File: src/rtl/event_log_pkg.sv
// -----------------------------------------------------------------------------
// event_log_pkg
// Shared definitions for the event log writer: log geometry, log-entry field
// positions, FSM state encoding and the entry packing helper.
// No ports (package).
// -----------------------------------------------------------------------------
package event_log_pkg;

    localparam int LOG_DEPTH  = 1024;
    localparam int LOG_ADDR_W = 10;
    localparam int ENTRY_W    = 32;

    // Log entry layout: {code, data, stamp}
    localparam int CODE_MSB  = 31;
    localparam int CODE_LSB  = 24;
    localparam int DATA_MSB  = 23;
    localparam int DATA_LSB  = 16;
    localparam int STAMP_MSB = 15;
    localparam int STAMP_LSB = 0;

    typedef enum logic [0:0] {
        ST_IDLE  = 1'b0,
        ST_CLEAR = 1'b1
    } logState_e;

    function automatic logic [ENTRY_W-1:0] packEntry(
        input logic [7:0]  code,
        input logic [7:0]  data,
        input logic [15:0] stamp
    );
        logic [ENTRY_W-1:0] entry;
        entry                     = 32'h0000_0000;
        entry[CODE_MSB:CODE_LSB]  = code;
        entry[DATA_MSB:DATA_LSB]  = data;
        entry[STAMP_MSB:STAMP_LSB] = stamp;
        return entry;
    endfunction

endpackage

File: src/rtl/event_log_fifo.sv
// -----------------------------------------------------------------------------
// event_log_fifo
// Show-ahead staging FIFO for log entries. The head entry is always visible on
// ovHeadData while oEmpty=0; a pop simply advances the read pointer.
// A push into a full FIFO is accepted only when a pop happens in the same cycle.
// Ports:
//   iClk, iRst        clock, synchronous active-high reset
//   iPush, ivPushData write strobe and entry
//   iPop              consume head entry
//   ovHeadData        current head entry
//   oEmpty, oFull     occupancy flags
// -----------------------------------------------------------------------------
module event_log_fifo #(
    parameter int DEPTH = 4,
    parameter int WIDTH = 32
) (
    input  logic             iClk,
    input  logic             iRst,
    input  logic             iPush,
    input  logic [WIDTH-1:0] ivPushData,
    input  logic             iPop,
    output logic [WIDTH-1:0] ovHeadData,
    output logic             oEmpty,
    output logic             oFull
);

    localparam int AW = $clog2(DEPTH);
    localparam logic [AW:0] FULL_COUNT = (AW + 1)'(DEPTH);

    logic [WIDTH-1:0] mem_r [DEPTH];
    logic [AW-1:0]    rdPtr_r;
    logic [AW-1:0]    wrPtr_r;
    logic [AW:0]      count_r;
    logic             doPush_s;
    logic             doPop_s;

    assign oEmpty     = (count_r == {(AW + 1){1'b0}});
    assign oFull      = (count_r == FULL_COUNT);
    assign doPop_s    = iPop && !oEmpty;
    assign doPush_s   = iPush && (!oFull || doPop_s);
    assign ovHeadData = mem_r[rdPtr_r];

    // Entry storage; contents need no reset since count_r gates visibility.
    always_ff @(posedge iClk) begin
        if (doPush_s) begin
            mem_r[wrPtr_r] <= ivPushData;
        end
    end

    // Pointer and occupancy bookkeeping.
    always_ff @(posedge iClk) begin
        if (iRst) begin
            rdPtr_r <= {AW{1'b0}};
            wrPtr_r <= {AW{1'b0}};
            count_r <= {(AW + 1){1'b0}};
        end else begin
            if (doPush_s) begin
                wrPtr_r <= wrPtr_r + {{(AW - 1){1'b0}}, 1'b1};
            end
            if (doPop_s) begin
                rdPtr_r <= rdPtr_r + {{(AW - 1){1'b0}}, 1'b1};
            end
            case ({doPush_s, doPop_s})
                2'b10:   count_r <= count_r + {{AW{1'b0}}, 1'b1};
                2'b01:   count_r <= count_r - {{AW{1'b0}}, 1'b1};
                default: count_r <= count_r;
            endcase
        end
    end

endmodule

File: src/rtl/event_log_writer.sv
// -----------------------------------------------------------------------------
// event_log_writer
// Captures one-cycle events into a staging FIFO and writes them as 32-bit
// entries {code, data, stamp} to a 1024-word log RAM, one per cycle. A clear
// request sweeps the whole RAM with zeros and restarts logging at index 0.
// An event arriving on an idle cycle with an empty FIFO bypasses the FIFO so
// the RAM write appears on the very next cycle.
// Build option EVENT_LOG_TIMESTAMP_EN: stamp is a free-running iTick counter;
// otherwise stamp is a per-accepted-event sequence number and iTick is unused.
// Ports:
//   iClk, iRst                   clock, synchronous active-high reset
//   iEventValid, ivEventCode,
//   ivEventData                  event strobe and payload
//   iTick                        timestamp prescale tick
//   iClearReq                    log clear request
//   ovAddress, oAppWE, ovAppData log RAM write port (registered)
//   ovWrPtr                      next free log index
//   oWrapped, oOverflow          sticky status flags
//   oClearBusy                   clear sweep in progress
// -----------------------------------------------------------------------------
module event_log_writer
    import event_log_pkg::*;
#(
    parameter int FIFO_DEPTH = 4
) (
    input  logic                  iClk,
    input  logic                  iRst,
    input  logic                  iEventValid,
    input  logic [7:0]            ivEventCode,
    input  logic [7:0]            ivEventData,
    input  logic                  iTick,
    input  logic                  iClearReq,
    output logic [LOG_ADDR_W-1:0] ovAddress,
    output logic                  oAppWE,
    output logic [ENTRY_W-1:0]    ovAppData,
    output logic [LOG_ADDR_W-1:0] ovWrPtr,
    output logic                  oWrapped,
    output logic                  oOverflow,
    output logic                  oClearBusy
);

    logState_e             state_r;
    logState_e             stateNext_s;
    logic [LOG_ADDR_W:0]   clrCnt_r;      // MSB set marks the post-sweep exit cycle
    logic [LOG_ADDR_W-1:0] wrPtr_r;
    logic [15:0]           stamp_r;

    logic [ENTRY_W-1:0]    newEntry_s;
    logic [ENTRY_W-1:0]    fifoHead_s;
    logic                  fifoEmpty_s;
    logic                  fifoFull_s;
    logic                  fifoPush_s;
    logic                  fifoPop_s;
    logic                  bypass_s;
    logic                  accept_s;
    logic                  drop_s;
    logic                  writeEn_s;
    logic [LOG_ADDR_W-1:0] writeAddr_s;
    logic [ENTRY_W-1:0]    writeData_s;
    logic                  advancePtr_s;
    logic                  clearStart_s;
    logic                  clearExit_s;

    assign newEntry_s = packEntry(ivEventCode, ivEventData, stamp_r);
    assign fifoPush_s = iEventValid && !bypass_s && (!fifoFull_s || fifoPop_s);
    assign accept_s   = bypass_s || fifoPush_s;
    assign drop_s     = iEventValid && !accept_s;
    assign ovWrPtr    = wrPtr_r;

    event_log_fifo #(
        .DEPTH (FIFO_DEPTH),
        .WIDTH (ENTRY_W)
    ) uFifo (
        .iClk       (iClk),
        .iRst       (iRst),
        .iPush      (fifoPush_s),
        .ivPushData (newEntry_s),
        .iPop       (fifoPop_s),
        .ovHeadData (fifoHead_s),
        .oEmpty     (fifoEmpty_s),
        .oFull      (fifoFull_s)
    );

    // FSM state register.
    always_ff @(posedge iClk) begin
        if (iRst) begin
            state_r <= ST_IDLE;
        end else begin
            state_r <= stateNext_s;
        end
    end

    // FSM next-state: clear request wins in IDLE; sweep ends on the exit cycle.
    always_comb begin
        stateNext_s = state_r;
        case (state_r)
            ST_IDLE:  stateNext_s = iClearReq ? ST_CLEAR : ST_IDLE;
            ST_CLEAR: stateNext_s = clrCnt_r[LOG_ADDR_W] ? ST_IDLE : ST_CLEAR;
            default:  stateNext_s = ST_IDLE;
        endcase
    end

    // FSM outputs: select what (if anything) is written this cycle.
    // The first zero write is issued from IDLE so the sweep occupies exactly
    // 1024 consecutive write cycles, followed by one write-free exit cycle.
    always_comb begin
        fifoPop_s    = 1'b0;
        bypass_s     = 1'b0;
        writeEn_s    = 1'b0;
        writeAddr_s  = wrPtr_r;
        writeData_s  = 32'h0000_0000;
        advancePtr_s = 1'b0;
        clearStart_s = 1'b0;
        clearExit_s  = 1'b0;
        case (state_r)
            ST_IDLE: begin
                if (iClearReq) begin
                    clearStart_s = 1'b1;
                    writeEn_s    = 1'b1;
                    writeAddr_s  = {LOG_ADDR_W{1'b0}};
                end else if (!fifoEmpty_s) begin
                    fifoPop_s    = 1'b1;
                    writeEn_s    = 1'b1;
                    writeData_s  = fifoHead_s;
                    advancePtr_s = 1'b1;
                end else if (iEventValid) begin
                    bypass_s     = 1'b1;
                    writeEn_s    = 1'b1;
                    writeData_s  = newEntry_s;
                    advancePtr_s = 1'b1;
                end else begin
                    writeEn_s = 1'b0;
                end
            end
            ST_CLEAR: begin
                if (clrCnt_r[LOG_ADDR_W]) begin
                    clearExit_s = 1'b1;
                end else begin
                    writeEn_s   = 1'b1;
                    writeAddr_s = clrCnt_r[LOG_ADDR_W-1:0];
                end
            end
            default: begin
                writeEn_s = 1'b0;
            end
        endcase
    end

    // Registered RAM port, pointer, sweep counter and status flags.
    // oOverflow is cleared when a sweep starts, so it reports drops that
    // occurred since the most recent clear began (including during the sweep).
    always_ff @(posedge iClk) begin
        if (iRst) begin
            oAppWE     <= 1'b0;
            ovAddress  <= {LOG_ADDR_W{1'b0}};
            ovAppData  <= 32'h0000_0000;
            wrPtr_r    <= {LOG_ADDR_W{1'b0}};
            clrCnt_r   <= {(LOG_ADDR_W + 1){1'b0}};
            oWrapped   <= 1'b0;
            oOverflow  <= 1'b0;
            oClearBusy <= 1'b0;
        end else begin
            oAppWE <= writeEn_s;
            if (writeEn_s) begin
                ovAddress <= writeAddr_s;
                ovAppData <= writeData_s;
            end

            if (clearStart_s) begin
                clrCnt_r <= {{LOG_ADDR_W{1'b0}}, 1'b1};
            end else if (clearExit_s) begin
                clrCnt_r <= {(LOG_ADDR_W + 1){1'b0}};
            end else if (state_r == ST_CLEAR) begin
                clrCnt_r <= clrCnt_r + {{LOG_ADDR_W{1'b0}}, 1'b1};
            end

            if (clearExit_s) begin
                wrPtr_r  <= {LOG_ADDR_W{1'b0}};
                oWrapped <= 1'b0;
            end else if (advancePtr_s) begin
                wrPtr_r <= wrPtr_r + {{(LOG_ADDR_W - 1){1'b0}}, 1'b1};
                if (wrPtr_r == LOG_ADDR_W'(LOG_DEPTH - 1)) begin
                    oWrapped <= 1'b1;
                end
            end

            if (clearStart_s) begin
                oOverflow <= drop_s;
            end else if (drop_s) begin
                oOverflow <= 1'b1;
            end

            if (clearStart_s) begin
                oClearBusy <= 1'b1;
            end else if (clearExit_s) begin
                oClearBusy <= 1'b0;
            end
        end
    end

`ifdef EVENT_LOG_TIMESTAMP_EN
    // Free-running timestamp, advanced by the prescale tick.
    always_ff @(posedge iClk) begin
        if (iRst) begin
            stamp_r <= 16'h0000;
        end else if (iTick) begin
            stamp_r <= stamp_r + 16'h0001;
        end
    end
`else
    logic unusedTick_s;
    assign unusedTick_s = iTick;

    // Sequence number per accepted event, restarted when a sweep completes.
    always_ff @(posedge iClk) begin
        if (iRst) begin
            stamp_r <= 16'h0000;
        end else if (clearExit_s) begin
            stamp_r <= 16'h0000;
        end else if (accept_s) begin
            stamp_r <= stamp_r + 16'h0001;
        end
    end
`endif

endmodule

File: config.mk
export PLATFORM = sky130hd
export DESIGN_NAME = event_log_writer
export DESIGN_NICKNAME = d
export VERILOG_FILES = /design/src/rtl/event_log_pkg.sv /design/src/rtl/event_log_fifo.sv /design/src/rtl/event_log_writer.sv
export SDC_FILE = /design/constraint.sdc
export NUM_CORES = 1
export LEC_CHECK = 0
export CAP_MARGIN = 30
export CORE_ASPECT_RATIO = 2
export CORE_MARGIN = 5
export CORE_UTILIZATION = 50
export CTS_BUF_LIST = sky130_fd_sc_hd__clkbuf_2 sky130_fd_sc_hd__clkbuf_4 sky130_fd_sc_hd__clkbuf_8
export DETAILED_ROUTE_END_ITERATION = 8
export MAX_ROUTING_LAYER = met4
export PLACE_DENSITY = 0.82
export SETUP_SLACK_MARGIN = 0.3
export SLEW_MARGIN = 20
export SYNTH_ARGS = -nofsm -noshare
export SYNTH_HDL_FRONTEND = slang
export SYNTH_SLANG_ARGS = --single-unit
File: constraint.sdc
create_clock -name iClk -period 3.3 [get_ports iClk]
set_clock_uncertainty 0.15 [all_clocks]
set_input_delay 0.66 -clock iClk [delete_from_list [all_inputs] [get_ports iClk]]
set_output_delay 0.66 -clock iClk [all_outputs]
set_load 0.02 [all_outputs]
**Yosys cells after proc, flatten, opt, wreduce, memory -nomap -nowiden**

Memory sizes are Yosys's and may differ from the RTL's. A register that Yosys moved wholly into a read port is not among the register bits.
Index checks and enable logic that the tools add are counted.

- Reductions and logical operators: 20
- Multiplexer cells: 37
- Eq/ne operators: 4
- Bitwise operators: 1
- Add/sub/neg operators: 7

Operator list:

| cell | count |
|---|---|
| $mux W32 | 4 |
| $mux W1 | 25 |
| $mux W10 | 2 |
| $pmux W10 S2 | 1 |
| $add A16 B1 Y16 const B | 1 |
| $add A11 B1 Y11 const B | 1 |
| $add A10 B1 Y10 const B | 1 |
| $eq A10 B10 Y1 const B | 1 |
| $pmux W3 S2 | 1 |
| $reduce_bool A2 Y1 | 3 |
| $logic_and A1 B1 Y1 | 5 |
| $add A2 B1 Y2 const B | 2 |
| $logic_not A1 Y1 | 4 |
| $mux W2 | 2 |
| $pmux W1 S2 | 2 |
| $add A3 B1 Y3 const B | 1 |
| $eq A3 B3 Y1 const B | 1 |
| $logic_not A3 Y1 | 1 |
| $logic_or A1 B1 Y1 | 3 |
| $reduce_bool A3 Y1 | 1 |
| $reduce_or A3 Y1 | 1 |
| $sub A3 B1 Y3 const B | 1 |
| $eq A2 B1 Y1 const B | 1 |
| $eq A2 B2 Y1 const B | 1 |
| 3 further kinds | 3 |

- Logic and storage cells: 84
- Memories: 1
- RAM bits: 128
- Register bits after elaboration: 91
- Input bits: 21

Memories:

| name | depth | bits a word | read ports | clocked after memory_dff | write ports | line | source |
|---|---|---|---|---|---|---|---|
| uFifo.mem_r | 4 | 32 | 1 | 1 | 1 | event_log_fifo.sv:30 | `logic [WIDTH-1:0] mem_r [DEPTH];` |

**Depth between registers and ports, before layout**

Gate-level depths: netlist of run 1.

- Depth after elaboration: 12
- Gate-level depth with buffers: 11
- Mapped depth without buffers: 10

**Cells and area by module**

Synthesis of run 1 repeated with hierarchy kept, for this count alone.

- Cells, all modules: 699
- Area total of the unflattened synthesis: 8962.3 um2

By module, submodules not included:

| module | cells an instance | times used | seq. area each (um2) | area an instance (um2) |
|---|---|---|---|---|
| event_log_fifo | 221 | 1 | 4023.9 | 5146.2 |
| event_log_writer | 478 | 1 | 1681.6 | 3816.2 |

**Least setup slack after synthesis of run 1**

OpenSTA, ideal clock, no wires.

- Path kind: input to register
- From: in iClearReq
- To: reg uFifo.count_r[2]
- Cell stages on the path: 10
- Setup slack: 0.576 ns
- Data arrival time: 2.503 ns
- Data required time: 3.079 ns
- Cells stage by stage: nor2_2 > xnor2_1 > o31a_1 > inv_1 > ha_1 > inv_1 > fa_1 > xor2_1 > or3_1 > a21oi_1

- Word-level cells in the longest chain between the ends: 8
- Elaborated cells between the ends (all ways): 15
- Those cells by class: eq/ne: 2; mux: 5; reduce/logical: 8

Ends and longest elaborated chain:

| element | line | source |
|---|---|---|
| start, declared | event_log_writer.sv:32 | `input logic iClearReq,` |
| $mux W1 | event_log_writer.sv:117 | `if (iClearReq) begin` |
| $mux W1 | event_log_writer.sv:115 | `case (state_r)` |
| $logic_not A1 Y1 | event_log_writer.sv:65 | `assign fifoPush_s = iEventValid && !bypass_s && (!fifoFull_s \|\| fifoPop_s);` |
| $logic_and A1 B1 Y1 (2 in series) | event_log_writer.sv:65 |  |
| $logic_and A1 B1 Y1 | event_log_fifo.sv:40 | `assign doPush_s = iPush && (!oFull \|\| doPop_s);` |
| $eq A2 B1 Y1 / $eq A2 B2 Y1 (equally long branches) | event_log_fifo.sv:63 | `case ({doPush_s, doPop_s})` |
| $pmux W3 S2 / $reduce_bool A2 Y1 (equally long branches) | -- |  |
| end signal, assigned | event_log_fifo.sv:64 | `2'b10: count_r <= count_r + {{AW{1'b0}}, 1'b1};` |
| end signal, assigned | event_log_fifo.sv:65 | `2'b01: count_r <= count_r - {{AW{1'b0}}, 1'b1};` |
| end signal, assigned | event_log_fifo.sv:66 | `default: count_r <= count_r;` |
| end, declared | event_log_fifo.sv:33 | `logic [AW:0] count_r;` |

Several ways; a longest one is shown, not always the timed one.
A chain may end at the register's enable or synchronous reset.

**Final worst setup path of run 1**

- From: reg state_r
- To: reg uFifo.count_r[2]

- Word-level cells in the longest chain between the ends: 7
- Elaborated cells between the ends (all ways): 13
- Those cells by class: eq/ne: 2; mux: 3; reduce/logical: 8

Ends and longest elaborated chain:

| element | line | source |
|---|---|---|
| start, declared | event_log_writer.sv:42 | `logState_e state_r;` |
| start signal, assigned | event_log_writer.sv:89 | `state_r <= stateNext_s;` |
| $mux W1 | event_log_writer.sv:115 |  |
| $logic_not A1 Y1 | event_log_writer.sv:65 |  |
| $logic_and A1 B1 Y1 (2 in series) | event_log_writer.sv:65 |  |
| $logic_and A1 B1 Y1 | event_log_fifo.sv:40 |  |
| $eq A2 B1 Y1 / $eq A2 B2 Y1 (equally long branches) | event_log_fifo.sv:63 |  |
| $pmux W3 S2 / $reduce_bool A2 Y1 (equally long branches) | -- |  |

Several ways; a longest one is shown, not always the timed one.

==> metrics.cfg, run 1 <==
[status]
status = finished, final reports clean

[place]
placed_cells = 897
port-buffer-count = 75
place_area_um2 = 9740
finalWeightedCongestion = 0.886
hpwlAfterDp_mm = 12.3

[global_route]
grt_start_max_net_pins = 36
grt_pass1_wl_mm = 30.5
grt_pass1_vias = 6128
antenna_found_initial = 0
track_usage_pct = 19.6
overflow = 0

[worst_setup_path]
end_kind = register
critical_path_arrival_ns = 3.08
start_kind = register
worstPathMaxFanout = 18
crit_required_ns = 3.62
rr_startpoint = state_r
criticalPathCategory = reg -> reg
startpoint = state_r

[routing]
drcViolationCount = 0
dr.pass1.iters = 5
wl_per_cell_um = 20.1
num_vias = 5594
drtIter0Drc = 407
ant_nets = 0
vias_per_cell = 5.87
totalWireLength_mm = 19.2

[yosys]
yosysMostFrequentCell = edfxtp_1
async_reset_ff_share_pct = 0
synth_common_cells = edfxtp_1, dfxtp_1, nor2_1
ys.flop_type = edfxtp_1
synth_area_leaders = edfxtp_1, dfxtp_1, mux4_2, a22oi_1, nand2b_1
yosys.cell_types.count = 55
synth_top_area_share_pct = 44.0
ys_ff_latch = 221
synth.yosys.seq_area_share_pct = 65.3
syn_area_um2 = 8740
syn_area_per_cell_um2 = 13.8
syn-num-nets = 662
synth_top_cell_by_area = edfxtp_1
synthCells = 632
synth-edff-count = 128
ys_warn_count = 0

[timing]
fmax_mhz = 363
slew_viol_final = 0
setup_viol = 0
period_share_pct = 83.6
worst_slew_pin_slew_ns = 0.690
hold_viol = 0
fin_tns_setup_ns = 0
finalCriticalPeriod_ns = 2.76
slew_headroom_pct = 53.7
rsz0062_at_grt = no

[floorplan]
core-area_um2 = 17300
io_pins = 77
die_y_um = 197
die_x_um = 103
die_area_um2 = 20400
initial_core_util_pct = 50.6
num_rows = 68

[final_layout]
layout.cells.non_filler = 953
num_antenna_cells = 0
fin_nets = 749
final_core_util_pct = 60.0
area_delta_synth_final_pct = 18.6
drive_gt1_share_pct = 15.7
final_cell_area_um2 = 10400

[power_and_ir_drop]
peakVddDrop_v = 0.000355
power_density_nw_per_um2 = 646
p_leak_uw = 0.00343

[clock_network]
clockRootBuffer = clkbuf_8
cts_buffers = 30
cts_resized = 0
postCtsSetupRepairBufs = 0
cts.path.max_buffers = 3
cts_tree = yes
insertion_delay_ns = 0.55
cts_max_level = 1
cts_sinks = 221
clkTransAtPathRegs_ns = 0.06
cts_hold_buf = 0

[job]
max-cap-violations = 0

[hold_path]
hp-class = reg -> reg
worstHoldStart = oWrapped

-- metal layers --
| layer | part of all wire (%) | global-route usage [%] | vias to the layer above |
|---|---|---|---|
| li1 | - | - | 2561 |
| met3 | 5.3 | 2.87 | 53 |
| met4 | 3.8 | 8.55 | 0 |
| met1 | 36 | 21.3 | 2748 |
| met2 | 55 | 34.7 | 232 |
| met5 | 0 | - | - |
-- path summary, 6_finish.rpt --
kind,to,slack (ns),cells after the start
min reg2reg,oWrapped,0.32,2
max,uFifo.count_r[2],0.54,10
min,oWrapped,0.32,2
max reg2reg,uFifo.count_r[2],0.54,10
-- layout make-up --
cell class	count	area (um2)
inverter	11	41.3
fill	1286	6910
clock buffer	44	537
multi-input combinational	363	2830
clock inverter	12	85.1
tap	210	263
sequential	221	5710
timing repair buffer	92	898
-- logic make-up after synthesis --
logic type	count (synthesis)	share of synthesized area (%)
compound gates	133	9.68
xor+xnor	24	2.41
fa+ha+maj	9	1.38
buf+inv	48	2.46
flops	221	65.3
mux	36	8.72
simple gates	161	10.0
-- report_power, final --
part	switching [uW]	total (uW)	internal, uW	leakage (uW)
registers	140	3350	3210	0.00196
logic	681	1250	567	0.00113
clock network	969	2100	1130	0.000338
total	1790	6690	4900	0.00343
-- critical path, cell delays in order (launching register included) --
cell and delay, ns:
dfxtp_1 0.71, nor2_2 0.12, xnor2_1 0.15, o31a_1 0.26, inv_1 0.06, ha_1 0.17, inv_1 0.06, fa_1 0.38
xor2_1 0.16, or3_1 0.31, a21oi_1 0.15
-- cell usage in the layout, fill, tap and decap left out, types with 8 or more instances in the layout --
master / n
edfxtp_1: 128
buf_4: 15
xor2_1: 13
clkdlybuf4s50_1: 74
nand2_1: 21
a211oi_1: 14
clkbuf_4: 11
xnor2_1: 11
nand3_1: 10
inv_1: 11
dfxtp_1: 92
nand2b_1: 35
a22oi_1: 37
a21oi_1: 20
nor2_1: 48
mux4_2: 32
o21ai_0: 37
ha_1: 8
clkbuf_8: 33
-- state kept, by name (all words and copies together), names as in the netlist, named ones only --
signal         flops
stamp_r           16
oWrapped           1
uFifo.rdPtr_r      2
oAppWE             1
ovWrPtr           10
ovAddress         10
clrCnt_r          11
uFifo.count_r      3
state_r            1
oClearBusy         1
uFifo.wrPtr_r      2
uFifo.mem_r      128
oOverflow          1
ovAppData         32
-- per-stage QoR --
stage	setup slack (ns)	power (uW)	hold slack (ns)
floorplan	0.576	4210	0.331
global placement	0.172	4600	0.303
detailed placement	0.0742	4670	0.299
CTS	0.509	6760	0.314
global route	0.318	6990	0.343
finish	0.542	6690	0.316
Power figures use the tool's default switching activity.
==> run 2: changes to the inputs <==
- PLACE_DENSITY: 0.82 -> 0.84
- clock period: 3.3 -> 2.5 ns (I/O delays scaled with it)
==> metrics.cfg, run 2 (synthesized netlist as in run 1, its figures left out) <==
[place]
hpwlAfterDp_mm = 13.1  ; was 12.3 mm
port-buffer-count = 75  ; unchanged
place_area_um2 = 10000  ; was 9740 um2
finalWeightedCongestion = 0.916  ; was 0.886
place_ws_ns = -0.514  ; was 0.0742 ns

[clock_network]
cts.path.max_buffers = 3  ; unchanged
clockRootBuffer = clkbuf_8  ; unchanged
cts_sinks = 221  ; unchanged
clkTransAtPathRegs_ns = 0.07  ; was 0.06 ns
cts_hold_buf = 0  ; unchanged
insertion_delay_ns = 0.54  ; was 0.55 ns
cts_tree = yes  ; unchanged
cts_buffers = 29  ; was 30
cts_max_level = 1  ; unchanged

[worst_setup_path]
critical_path_arrival_ns = 2.62  ; was 3.08 ns
startpoint = state_r  ; unchanged
path_cells = nor2_4, xnor2_1, o31a_1, inv_1, ha_1, inv_1, fa_1, xor2_1, or3_1, a21oi_1  ; was nor2_2, xnor2_1, o31a_1, inv_1, ha_1, inv_1, fa_1, xor2_1, or3_1, a21oi_1
cp_slowest_cell = dfxtp_2  ; was dfxtp_1
rr_startpoint = state_r  ; unchanged
worstPathMaxFanout = 3  ; was 18
crit_path_frequent_cell = inv_1  ; unchanged
max_stage_delay_ns = 0.37  ; was 0.71 ns
criticalPathCategory = reg -> reg  ; unchanged
start_kind = register  ; unchanged
end_kind = register  ; unchanged
crit_required_ns = 2.80  ; was 3.62 ns

[routing]
ant_nets = 0  ; unchanged
totalWireLength_mm = 19.8  ; was 19.2 mm
num_vias = 5743  ; was 5594
dr.pass1.iters = 5  ; unchanged
drcViolationCount = 0  ; unchanged
drtIter0Drc = 401  ; was 407
vias_per_cell = 5.89  ; was 5.87
wl_per_cell_um = 20.3  ; was 20.1 um

[power_and_ir_drop]
p_leak_uw = 0.00374  ; was 0.00343 uW
power_density_nw_per_um2 = 841  ; was 646 nW/um2
peakVddDrop_v = 0.000596  ; was 0.000355 V

[timing]
fin_ws_ns = 0.181  ; was 0.542 ns
period_share_pct = 92.8  ; was 83.6%
setup_viol = 0  ; unchanged
slew_viol_final = 0  ; unchanged
slew_headroom_pct = 59.8  ; was 53.7%
worst_slew_pin_slew_ns = 0.601  ; was 0.690 ns
finalCriticalPeriod_ns = 2.32  ; was 2.76 ns
fmax_mhz = 431  ; was 363 MHz
rsz0062_at_grt = yes  ; was no
hold_viol = 0  ; unchanged

[global_route]
grt_pass1_vias = 6261  ; was 6128
antenna_found_initial = 0  ; unchanged
grt_start_max_net_pins = 33  ; was 36
overflow = 0  ; unchanged
grt_pass1_wl_mm = 32.2  ; was 30.5 mm
track_usage_pct = 20.7  ; was 19.6%

[final_layout]
final_cell_area_um2 = 10600  ; was 10400 um2
drive_gt1_share_pct = 19.9  ; was 15.7%
num_antenna_cells = 0  ; unchanged
area_delta_synth_final_pct = 21.8  ; was 18.6%
fin_nets = 773  ; was 749
largest_reg_flops = 128  ; unchanged
regMostFlops = uFifo.mem_r  ; unchanged
layout_common_cells = edfxtp_1, dfxtp_1, clkdlybuf4s50_1  ; unchanged
reg.largest.list = uFifo.mem_r: 128 flops, ovAppData: 32 flops, stamp_r: 16 flops  ; unchanged
final_common_cell = edfxtp_1  ; unchanged

[hold_path]
worstHoldStart = iRst  ; was oWrapped
hp-class = in -> reg  ; was reg -> reg

[job]
max-cap-violations = 0  ; unchanged

[floorplan]
die_y_um = 197  ; unchanged
io_pins = 77  ; unchanged
initial_core_util_pct = 50.6  ; unchanged
die_x_um = 103  ; unchanged
die_area_um2 = 20400  ; unchanged
num_rows = 68  ; unchanged
core-area_um2 = 17300  ; unchanged

[status]
status = finished, final reports clean  ; unchanged

run 2: cell count changes in the layout (fill, tap and decap cells not counted), sizes merged:
cell	before	now
clkinv	11	8
clkbuf	44	42
dlymetal6s2s	0	7
buf	18	43
dlygate4sd2	0	12
clkinvlp	0	2
clkdlybuf4s50	74	55
run 2: final timing paths:
check | slack (ns) | end | depth (start not counted)
worst min register to register | 0.32 | ovAppData[9] | 2
worst max-delay path | 0.18 | uFifo.count_r[2] | 10
worst min-delay path | 0.26 | register | 3
worst max register to register | 0.18 | uFifo.count_r[2] | 10
run 2: area by class of cell:
type,instances,area [um2]
well taps,210,263
multi-input cells,363,2840
fillers,1269,6630
inverters,11,41.3
flip-flops and latches,221,5720
repair buffers,117,1180
clock inverters,11,83.8
clock buffers,42,522
run 2: timing repair:
item	4_1_cts	5_1_grt
setup buffers	3	0
endpoints found under the setup margin	14	10
gates resized for setup	14	12
run 2: per-stage QoR:
stage          setup TNS, ns  hold slack (ns)  util, %  std cells  power (uW)
6_report                   0            0.256     61.6        975        8950
5_1_grt                    0            0.274     61.6        975        9350
4_1_cts                    0            0.238     61.5        975        9020
3_5_place_dp           -2.95            0.310     57.9        919        6310
3_3_place_gp          -0.997            0.302     57.9        919        6210
2_1_floorplan              0            0.331        -        632        5560
run 2: worst max-delay path: cells and delay by family, from the launching register on:
kind                       cells  cell delay, ns
DFF                            1            0.37
AOI/OAI and AO/OA              2            0.44
adders and majority gates      2            0.52
buffers and inverters          2            0.12
xor gates and xnor gates       2            0.26
and+or+nand+nor                2            0.36
run 2: power by group:
group	internal (uW)	switching [uW]	total [uW]
Clock	1450	1280	2730
Combinational	859	894	1750
Sequential	4240	229	4470
Total	6550	2400	8950
run 2: metal layers:
| layer | part of all wire [%] | GRT usage, % |
|---|---|---|
| met1 | 36 | 22.9 |
| met2 | 54 | 35.5 |
| met3 | 5.4 | 3.01 |
| met4 | 4.5 | 10.2 |
| met5 | 0 | - |
